## config.mk

```make
export PLATFORM = sky130hd
export DESIGN_NAME = mem_port_arbiter_flat
export DESIGN_NICKNAME = d
export VERILOG_FILES = /design/src/rtl/mem_port_arbiter_pkg.sv /design/src/rtl/mem_port_arbiter_if.sv /design/src/rtl/mem_port_arbiter_burst_ctr.sv /design/src/rtl/mem_port_arbiter.sv /design/src/flat_wrapper.sv
export SDC_FILE = /design/constraint.sdc
export NUM_CORES = 1
export LEC_CHECK = 0
export ABC_AREA = 1
export CAP_MARGIN = 0
export CORE_AREA = 2 2 145 91
export CTS_BUF_LIST = sky130_fd_sc_hd__clkbuf_4 sky130_fd_sc_hd__clkbuf_8 sky130_fd_sc_hd__clkbuf_16
export DETAILED_ROUTE_END_ITERATION = 10
export DIE_AREA = 0 0 147 93
export PLACE_DENSITY = 0.8
export SLEW_MARGIN = 10
export SYNTH_ARGS = -nofsm -noshare
export SYNTH_HDL_FRONTEND = slang
export SYNTH_SLANG_ARGS = --single-unit
```

## constraint.sdc

```tcl
create_clock -name clk -period 2.1 [get_ports clk]
set_clock_uncertainty 0.1 [all_clocks]
set_input_delay 0.315 -clock clk [delete_from_list [all_inputs] [get_ports clk]]
set_output_delay 0.315 -clock clk [all_outputs]
set_load 0.02 [all_outputs]
```

## src/rtl/mem_port_arbiter_pkg.sv

```systemverilog
// Shared types and constants for the CPU/loader memory port arbiter.
// Optional feature macro: MEM_ARB_YIELD_EN (periodic yield to the CPU during long bursts).
package mem_arb_pkg;

    typedef enum logic [1:0] {
        S_IDLE  = 2'd0,
        S_LDR   = 2'd1,
        S_YIELD = 2'd2
    } arb_state_e;

    localparam int unsigned BEAT_STRIDE = 4;
    localparam int unsigned MAX_RUN_DEF = 16;

endpackage

```

## src/rtl/mem_port_arbiter_if.sv

```systemverilog
// CPU, loader and memory-side signals of the shared memory port.
// slave: arbiter view; master: the environment (CPU, loader, memory) view.
interface mem_port_arbiter_if #(
    parameter int unsigned ADDR_W = 32,
    parameter int unsigned DATA_W = 32,
    parameter int unsigned LEN_W  = 8
);

    logic              cpu_rd;
    logic              cpu_wr;
    logic [ADDR_W-1:0] cpu_addr;
    logic [DATA_W-1:0] cpu_wdata;
    logic [DATA_W-1:0] cpu_rdata;
    logic              cpu_stall;

    logic              ldr_req;
    logic              ldr_we;
    logic [ADDR_W-1:0] ldr_addr;
    logic [LEN_W-1:0]  ldr_len;
    logic              ldr_ack;
    logic              ldr_beat;
    logic [DATA_W-1:0] ldr_wdata;
    logic [DATA_W-1:0] ldr_rdata;
    logic              ldr_done;

    logic [ADDR_W-1:0] mem_addr;
    logic [DATA_W-1:0] mem_wdata;
    logic              mem_rd;
    logic              mem_wr;
    logic [DATA_W-1:0] mem_rdata;

    modport slave (
        input  cpu_rd, cpu_wr, cpu_addr, cpu_wdata,
        output cpu_rdata, cpu_stall,
        input  ldr_req, ldr_we, ldr_addr, ldr_len, ldr_wdata,
        output ldr_ack, ldr_beat, ldr_rdata, ldr_done,
        output mem_addr, mem_wdata, mem_rd, mem_wr,
        input  mem_rdata
    );

    modport master (
        output cpu_rd, cpu_wr, cpu_addr, cpu_wdata,
        input  cpu_rdata, cpu_stall,
        output ldr_req, ldr_we, ldr_addr, ldr_len, ldr_wdata,
        input  ldr_ack, ldr_beat, ldr_rdata, ldr_done,
        input  mem_addr, mem_wdata, mem_rd, mem_wr,
        output mem_rdata
    );

endinterface

```

## src/rtl/mem_port_arbiter_burst_ctr.sv

```systemverilog
// Loader burst address and remaining-beat counter.
module mem_arb_burst_ctr
    import mem_arb_pkg::*;
#(
    parameter int unsigned ADDR_W = 32,
    parameter int unsigned LEN_W  = 8
) (
    input  logic              clk,
    input  logic              reset,
    input  logic              load,
    input  logic [ADDR_W-1:0] load_addr,
    input  logic [LEN_W-1:0]  load_len,
    input  logic              step,
    output logic [ADDR_W-1:0] burst_addr,
    output logic              last
);

    logic [LEN_W-1:0] beats_left;

    // Load on burst accept; advance one word and count down on each beat.
    always_ff @(posedge clk or negedge reset) begin
        if (!reset) begin
            burst_addr <= '0;
            beats_left <= '0;
        end else if (load) begin
            burst_addr <= load_addr;
            beats_left <= load_len;
        end else if (step) begin
            burst_addr <= burst_addr + ADDR_W'(BEAT_STRIDE);
            if (!last) begin
                beats_left <= beats_left - LEN_W'(1);
            end
        end
    end

    assign last = (beats_left == '0);

endmodule

```

## src/rtl/mem_port_arbiter.sv

```systemverilog
// Arbiter for the single-port unified memory: CPU single accesses have
// priority in idle, the loader gets atomic incrementing word bursts.
// Optional feature macro: MEM_ARB_YIELD_EN (hand the port to a waiting CPU
// for one cycle after every MAX_RUN consecutive loader beats).
module mem_port_arbiter
    import mem_arb_pkg::*;
#(
    parameter int unsigned ADDR_W  = 32,
    parameter int unsigned DATA_W  = 32,
    parameter int unsigned LEN_W   = 8
`ifdef MEM_ARB_YIELD_EN
    ,
    parameter int unsigned MAX_RUN = MAX_RUN_DEF
`endif
) (
    input  logic              clk,
    input  logic              reset,
    mem_port_arbiter_if.slave bus
);

    arb_state_e        state_q;
    arb_state_e        state_d;
    logic              we_q;
    logic              cpu_req_c;
    logic              load_c;
    logic              step_c;
    logic              last;
    logic [ADDR_W-1:0] burst_addr;

    assign cpu_req_c     = bus.cpu_rd | bus.cpu_wr;
    assign bus.cpu_rdata = DATA_W'(bus.mem_rdata);
    assign bus.ldr_rdata = DATA_W'(bus.mem_rdata);

    mem_arb_burst_ctr #(
        .ADDR_W (ADDR_W),
        .LEN_W  (LEN_W)
    ) u_burst_ctr (
        .clk        (clk),
        .reset      (reset),
        .load       (load_c),
        .load_addr  (bus.ldr_addr),
        .load_len   (bus.ldr_len),
        .step       (step_c),
        .burst_addr (burst_addr),
        .last       (last)
    );

`ifdef MEM_ARB_YIELD_EN
    localparam int unsigned RUN_W = $clog2(MAX_RUN + 1);

    logic [RUN_W-1:0] run_cnt;
    logic             run_full_c;

    // True when the current beat completes a run of MAX_RUN beats.
    assign run_full_c = (32'(run_cnt) + 32'd1) >= MAX_RUN;

    // Consecutive-beat counter; saturates while the CPU is not asking.
    always_ff @(posedge clk or negedge reset) begin
        if (!reset) begin
            run_cnt <= '0;
        end else if ((state_q != S_LDR) || (state_d == S_YIELD)) begin
            run_cnt <= '0;
        end else if (32'(run_cnt) < MAX_RUN) begin
            run_cnt <= run_cnt + RUN_W'(1);
        end
    end
`endif

    // State register and latched burst direction.
    always_ff @(posedge clk or negedge reset) begin
        if (!reset) begin
            state_q <= S_IDLE;
            we_q    <= 1'b0;
        end else begin
            state_q <= state_d;
            if (load_c) begin
                we_q <= bus.ldr_we;
            end
        end
    end

    // Next state and port steering; CPU mirror is the default ownership.
    always_comb begin
        state_d       = state_q;
        load_c        = 1'b0;
        step_c        = 1'b0;
        bus.mem_addr  = bus.cpu_addr;
        bus.mem_wdata = bus.cpu_wdata;
        bus.mem_wr    = bus.cpu_wr;
        bus.mem_rd    = bus.cpu_rd & ~bus.cpu_wr;
        bus.cpu_stall = 1'b0;
        bus.ldr_ack   = 1'b0;
        bus.ldr_beat  = 1'b0;
        bus.ldr_done  = 1'b0;

        case (state_q)
            S_IDLE: begin
                if (bus.ldr_req && !cpu_req_c) begin
                    load_c      = 1'b1;
                    bus.ldr_ack = 1'b1;
                    state_d     = S_LDR;
                end
            end
            S_LDR: begin
                step_c        = 1'b1;
                bus.ldr_beat  = 1'b1;
                bus.mem_addr  = burst_addr;
                bus.mem_wdata = bus.ldr_wdata;
                bus.mem_wr    = we_q;
                bus.mem_rd    = ~we_q;
                bus.cpu_stall = cpu_req_c;
                if (last) begin
                    bus.ldr_done = 1'b1;
                    state_d      = S_IDLE;
                end
`ifdef MEM_ARB_YIELD_EN
                else if (cpu_req_c && run_full_c) begin
                    state_d = S_YIELD;
                end
`endif
            end
            S_YIELD: begin
`ifdef MEM_ARB_YIELD_EN
                state_d = S_LDR;
`else
                state_d = S_IDLE;
`endif
            end
            default: begin
                state_d = S_IDLE;
            end
        endcase
    end

endmodule

```

## src/flat_wrapper.sv

```systemverilog
// flat-port wrapper written by rule: the top's interface ports become plain ports
module mem_port_arbiter_flat import mem_arb_pkg::*;
#(
    parameter int unsigned ADDR_W  = 32,
    parameter int unsigned DATA_W  = 32,
    parameter int unsigned LEN_W   = 8

)
  (clk, reset, bus_cpu_rd, bus_cpu_wr, bus_cpu_addr, bus_cpu_wdata, bus_cpu_rdata, bus_cpu_stall, bus_ldr_req, bus_ldr_we, bus_ldr_addr, bus_ldr_len, bus_ldr_wdata, bus_ldr_ack, bus_ldr_beat, bus_ldr_rdata, bus_ldr_done, bus_mem_addr, bus_mem_wdata, bus_mem_rd, bus_mem_wr, bus_mem_rdata);
  mem_port_arbiter_if #(.ADDR_W(ADDR_W), .DATA_W(DATA_W), .LEN_W(LEN_W)) bus_i ();
  input  logic clk;
  input  logic reset;
  input wire logic [$bits(bus_i.cpu_rd)-1:0] bus_cpu_rd;
  input wire logic [$bits(bus_i.cpu_wr)-1:0] bus_cpu_wr;
  input wire logic [$bits(bus_i.cpu_addr)-1:0] bus_cpu_addr;
  input wire logic [$bits(bus_i.cpu_wdata)-1:0] bus_cpu_wdata;
  output wire logic [$bits(bus_i.cpu_rdata)-1:0] bus_cpu_rdata;
  output wire logic [$bits(bus_i.cpu_stall)-1:0] bus_cpu_stall;
  input wire logic [$bits(bus_i.ldr_req)-1:0] bus_ldr_req;
  input wire logic [$bits(bus_i.ldr_we)-1:0] bus_ldr_we;
  input wire logic [$bits(bus_i.ldr_addr)-1:0] bus_ldr_addr;
  input wire logic [$bits(bus_i.ldr_len)-1:0] bus_ldr_len;
  input wire logic [$bits(bus_i.ldr_wdata)-1:0] bus_ldr_wdata;
  output wire logic [$bits(bus_i.ldr_ack)-1:0] bus_ldr_ack;
  output wire logic [$bits(bus_i.ldr_beat)-1:0] bus_ldr_beat;
  output wire logic [$bits(bus_i.ldr_rdata)-1:0] bus_ldr_rdata;
  output wire logic [$bits(bus_i.ldr_done)-1:0] bus_ldr_done;
  output wire logic [$bits(bus_i.mem_addr)-1:0] bus_mem_addr;
  output wire logic [$bits(bus_i.mem_wdata)-1:0] bus_mem_wdata;
  output wire logic [$bits(bus_i.mem_rd)-1:0] bus_mem_rd;
  output wire logic [$bits(bus_i.mem_wr)-1:0] bus_mem_wr;
  input wire logic [$bits(bus_i.mem_rdata)-1:0] bus_mem_rdata;
  assign bus_i.cpu_rd = bus_cpu_rd;
  assign bus_i.cpu_wr = bus_cpu_wr;
  assign bus_i.cpu_addr = bus_cpu_addr;
  assign bus_i.cpu_wdata = bus_cpu_wdata;
  assign bus_cpu_rdata = bus_i.cpu_rdata;
  assign bus_cpu_stall = bus_i.cpu_stall;
  assign bus_i.ldr_req = bus_ldr_req;
  assign bus_i.ldr_we = bus_ldr_we;
  assign bus_i.ldr_addr = bus_ldr_addr;
  assign bus_i.ldr_len = bus_ldr_len;
  assign bus_i.ldr_wdata = bus_ldr_wdata;
  assign bus_ldr_ack = bus_i.ldr_ack;
  assign bus_ldr_beat = bus_i.ldr_beat;
  assign bus_ldr_rdata = bus_i.ldr_rdata;
  assign bus_ldr_done = bus_i.ldr_done;
  assign bus_mem_addr = bus_i.mem_addr;
  assign bus_mem_wdata = bus_i.mem_wdata;
  assign bus_mem_rd = bus_i.mem_rd;
  assign bus_mem_wr = bus_i.mem_wr;
  assign bus_i.mem_rdata = bus_mem_rdata;
  mem_port_arbiter #(.ADDR_W(ADDR_W), .DATA_W(DATA_W), .LEN_W(LEN_W)) u_core (.clk(clk), .reset(reset), .bus(bus_i));
endmodule
```

* Word-level counts from Yosys, hierarchy flattened
Cells that the tools add are included.
Word-level totals: memory bits (writable) 0, latch bits 0, ROM bits 0, memories 0, output and inout bits 134, register bits 43, word-level logic and storage cells 39, input port bits 174
Operators by class: shift operators 0, divide/modulo/power cells 0, eq/ne operators 4, multiplexer cells 18, reductions and logical operators 7, bitwise operators 4, multipliers 0, $add $sub $neg 2, order comparisons 0
Operator list (count):
- $mux W32 | 4
- $add A32 B3 Y32 const B | 1
- $mux W8 | 3
- $logic_not A8 Y1 | 1
- $mux W1 | 8
- $sub A8 B1 Y8 const B | 1
- $mux W2 | 2
- $ne A2 B1 Y1 const B | 2
- $pmux W2 S2 | 1
- $reduce_and A2 Y1 | 2
- $eq A2 B1 Y1 const B | 1
- $logic_not A2 Y1 | 1
- $ne A2 B2 Y1 const B | 1
- $not A1 Y1 | 2
- $reduce_bool A2 Y1 | 1
- $and A1 B1 Y1 | 1
- $logic_and A1 B1 Y1 | 1
- $logic_not A1 Y1 | 1
- $or A1 B1 Y1 | 1

* Longest topological paths before layout
depth after elaboration 7, depth in mapped cells 10, gate-level depth less buffers 10

* Hierarchy
From an unflattened synthesis, not the netlist that was laid out.
Unflattened totals: cell total of the unflattened synthesis 681, area, all modules 4149.0 sq um
By module, submodules not included:
- mem_arb_burst_ctr | seq. area each 1001.0 sq um, times used 1, area each 2735.1 sq um, cells an instance 390
- mem_port_arbiter | seq. area each 50.0 sq um, times used 1, area each 1413.9 sq um, cells an instance 291

* Worst setup path after synthesis
No wires, ideal clock.
path type reg-to-output, from register u_core.state_q[0], to output bus_mem_rd, required time 1.685 ns, setup slack 0.241 ns, arrival time 1.444 ns, stages on the path, launching flop included 7, path buffers 2, cells stage by stage dfrtp_1 -> buf_4 -> inv_4 -> buf_2 -> nor2_1 -> nor2_1 -> nor2_1
On the way: word-level cells in the longest chain between the ends 2
Ends and longest elaborated chain:
- start, declared | line mem_port_arbiter.sv:21 | arb_state_e state_q;
- start signal, assigned | line mem_port_arbiter.sv:75 | state_q <= state_d;
- $eq A2 B1 Y1 | line mem_port_arbiter.sv:96 | case (state_q)
- $mux W1 | line mem_port_arbiter.sv:96
- end, declared | line flat_wrapper.sv:30 | output wire logic [$bits(bus_i.mem_rd)-1:0] bus_mem_rd;
Every way passes these cells.

* Worst setup path in the final report
from register u_core.state_q[0], to output bus_ldr_beat
On the way: word-level cells in the longest chain between the ends 2
Ends and longest elaborated chain:
- $eq A2 B1 Y1 | line mem_port_arbiter.sv:96
- $mux W1 | line mem_port_arbiter.sv:96
- end, declared | line flat_wrapper.sv:25 | output wire logic [$bits(bus_i.ldr_beat)-1:0] bus_ldr_beat;
Every way passes these cells.

==> results.md <==
* Synth unique cells at 32
* CTS Buf Count at 5
* FF-to-FF End: u_core.u_burst_ctr.beats_left[2]
* Ys async rst share at 100%
* Slowest-stage cell, CP: clkdlybuf4s50_1
* EDFF count, synth at 0
* Cells after synthesis at 721
* Setup crit end: bus_ldr_beat
* Vias in the first global route at 4737
* Xor and xnor fraction of the mapped netlist area at 1.45%
* Post-DRT Antenna Nets at 0
* Ys flop type: dfrtp_1
* Reg2Reg Launch Point: u_core.u_burst_ctr.beats_left[1]
* Row count at 32
* Die span in y at 93 um
* Worst path cell trace: buf_12 > clkdlybuf4s50_1
* Worst Setup SP: u_core.state_q[0]
* Number of setup violations in the final report at 0
* Critical Path Source Type: register
* Ant. Diodes at 0
* Worst min path class: reg2reg
* Synth Net Count at 897
* Routed WL at 14.5 mm
* Die ar. at 13700 sq um
* Via count at 4783
* Psw at 3.28 mW
* Syn_area_per_cell at 5.85 sq um
* GRT Total Usage at 21.4%
* Leak Pwr at 2.93 nW
* Largest net degree at the start of global routing at 45
* Post-synthesis cell area at 4220 sq um
* Final slew viol count at 0
* CP max FO at 31
* Worst Tran Pin Value at 650 ps
* Hold Vio Cnt, Final at 0
* Final worst path period need at 2030 ps
* RSZ-0062 raised after global routing: false
* Max Root-Sink Buffers at 2
* GPL Wtd Cong at 0.854
* Synth area leader: nand2_1
* Final Net Count at 1047
* Yosys top cell area share at 27.5%
* Initial cell density of the core at 34.0%
* Status: complete, no violations
* Post-Synth Adder-Cell Area at 0.593%
* Die width at 147 um
* #FFs+latches synth at 42
* Tcrit/Tclk final at 96.5%
* First-pass GRT wire length at 23.3 mm
* Postcts setup bufs at 0
* Tot Pwr at 6.62 mW
* Compound-Gate Fraction of Synth Area at 11.1%
* Core area at 12400 sq um
* Register area share after synthesis at 24.9%
* 1st-iter DRT viols at 303
* Area growth syn-to-layout at 48.4%
* Grt ovf at 0
* Clock sinks at 42
* Worst path max stage delay at 630 ps
* Hold_ws at 391 ps
* Int Pwr at 3.34 mW
* Flop pwr share at 24.3%
* Proportion of layout cells with a drive suffix above 1 at 6.89%
* Reg2reg setup slack at 260 ps
* Clk slew on worst S/H paths at 60 ps
* Top cells by area, synth: nand2_1, dfrtp_1, buf_4
* VDD IR max at 493 uV
* I/O pin count at 308
* Pwr dens at 1060 nW/um^2
* Worst Setup End Kind: output port
* Reg2reg path depth at 10
* Simple-Gate Fraction of Synth Area at 40.9%
* Largest family of logic cells by synthesized area: simple AND/OR/NAND/NOR gates
* Via-to-Cell Ratio at 4.59
* Mux cell area share after synthesis at 0%
* Sw Ratio at 49.6%
* IO Port Bufs at 211
* DR DRC count at 0
* Synth cell count leaders: nand2_1, buf_4, inv_1
* H-tree levels at 2
* Root Buffer: clkbuf_16
* Clk network pwr share at 11.9%
* Achievable clock frequency at 0.494 GHz
* Comb power frac at 63.8%
* Max_cap viols at 0
* CP required at 1680 ps
* Clock latency on the worst-skew pair at 290 ps
* Detailed Routing Iterations Pass 1 at 5
* TritonCTS clock tree: yes
* Yosys warning count at 0
* Crit path DAT at 1610 ps
* WS Path Type: reg2out
* Most common cell in the synthesized netlist: nand2_1
* Routed WL per cell at 13.9 um
* Final HPWL from detailed placement at 11.6 mm
* Worst slew margin at 56.6%
* Initial antenna violation count at 0
## cell usage in the layout, fill, tap and decap left out, drive strengths merged
master	instances
a21oi	1
a22oi	2
a31oi	1
buf	23
bufbuf	1
clkbuf	13
clkdlybuf4s15	16
clkdlybuf4s50	141
dfrtp	42
dlygate4sd2	45
dlygate4sd3	1
ha	2
inv	72
nand2	311
nand3	33
nand3b	1
nand4	5
nor2	69
nor3	7
o211ai	5
o21ai	68
o21bai	3
o22ai	1
or2	1
xor2	7
## routing by layer
metal	routed length, um	global-route usage [%]
met4	296	5.69
met1	6170	26.1
met2	6480	35.2
met3	1510	8.93
met5	0	0
## critical path, delay by kind of cell (launching register included)
| kind | cells | cell delay (ps) |
|---|---|---|
| buffers and inverters | 2 | 840 |
| DFF | 1 | 470 |
## power by group through the flow
stage | clock network (mW) | logic (mW) | registers, mW
floorplan | 0 | 2.78 | 1.49
global placement | 0 | 4.49 | 1.59
detailed placement | 0 | 4.57 | 1.60
CTS | 0.804 | 4.25 | 1.60
global route | 0.844 | 4.71 | 1.66
finish | 0.789 | 4.22 | 1.61
## area by class of cell
| cell class | instances | area [sq um] |
|---|---|---|
| inverters | 72 | 278 |
| fillers | 1267 | 6160 |
| multi-input cells | 517 | 2280 |
| flip-flops and latches | 42 | 1050 |
| well taps | 170 | 213 |
| repair buffers | 233 | 2300 |
| clock buffers | 7 | 140 |
## metrics by stage
step / util (%) / TNS [ps] / area (sq um) / cells / worst slack, ps
global route: 50.4 / 0 / 6260 / 1041 / 0.0677
finish: 50.4 / 0 / 6260 / 1041 / 74.4
CTS: 50.4 / 0 / 6260 / 1041 / 12.2
floorplan: - / 0 / 4220 / 721 / 241
global placement: 49.6 / -154 / 6150 / 1032 / -81.6
detailed placement: 49.6 / -201 / 6150 / 1032 / -106
## how the worst min path moves through the flow
| stage | start | to | slack, ps | cells after the start |
|---|---|---|---|---|
| 6_report | u_core.we_q | u_core.we_q | 390 | 2 |
| 5_1_grt | u_core.we_q | u_core.we_q | 430 | 2 |
| 4_1_cts | u_core.we_q | u_core.we_q | 400 | 2 |
| 3_5_place_dp | reset | u_core.u_burst_ctr.burst_addr[29] | 280 | 1 |
| 3_3_place_gp | reset | u_core.u_burst_ctr.burst_addr[15] | 270 | 1 |
| 2_1_floorplan | reset | u_core.state_q[0] | -80 | 0 |
## kinds of logic after synthesis
logic type / Yosys count
AND/OR/NAND/NOR: 427
buffers and inverters: 162
AO/OA/AOI/OAI: 81
flip-flops: 42
XOR/XNOR: 7
adder cells (fa/ha/maj): 2
## what timing repair did
item | 4_1_cts | 5_1_grt
hold endpoints to repair | 24 | 0
setup endpoints to repair | 67 | 22
hold buffers | 1 | 0
gates resized for setup | 70 | 32
pin swaps | 0 | 0
cloned | 1 | 0
## flip-flops by register name (all words and copies together) (netlist names)
register,count
u_core.state_q,1
u_core.u_burst_ctr.beats_left,8
u_core.u_burst_ctr.burst_addr,32
u_core.we_q,1
Power figures use the tool's default switching activity.
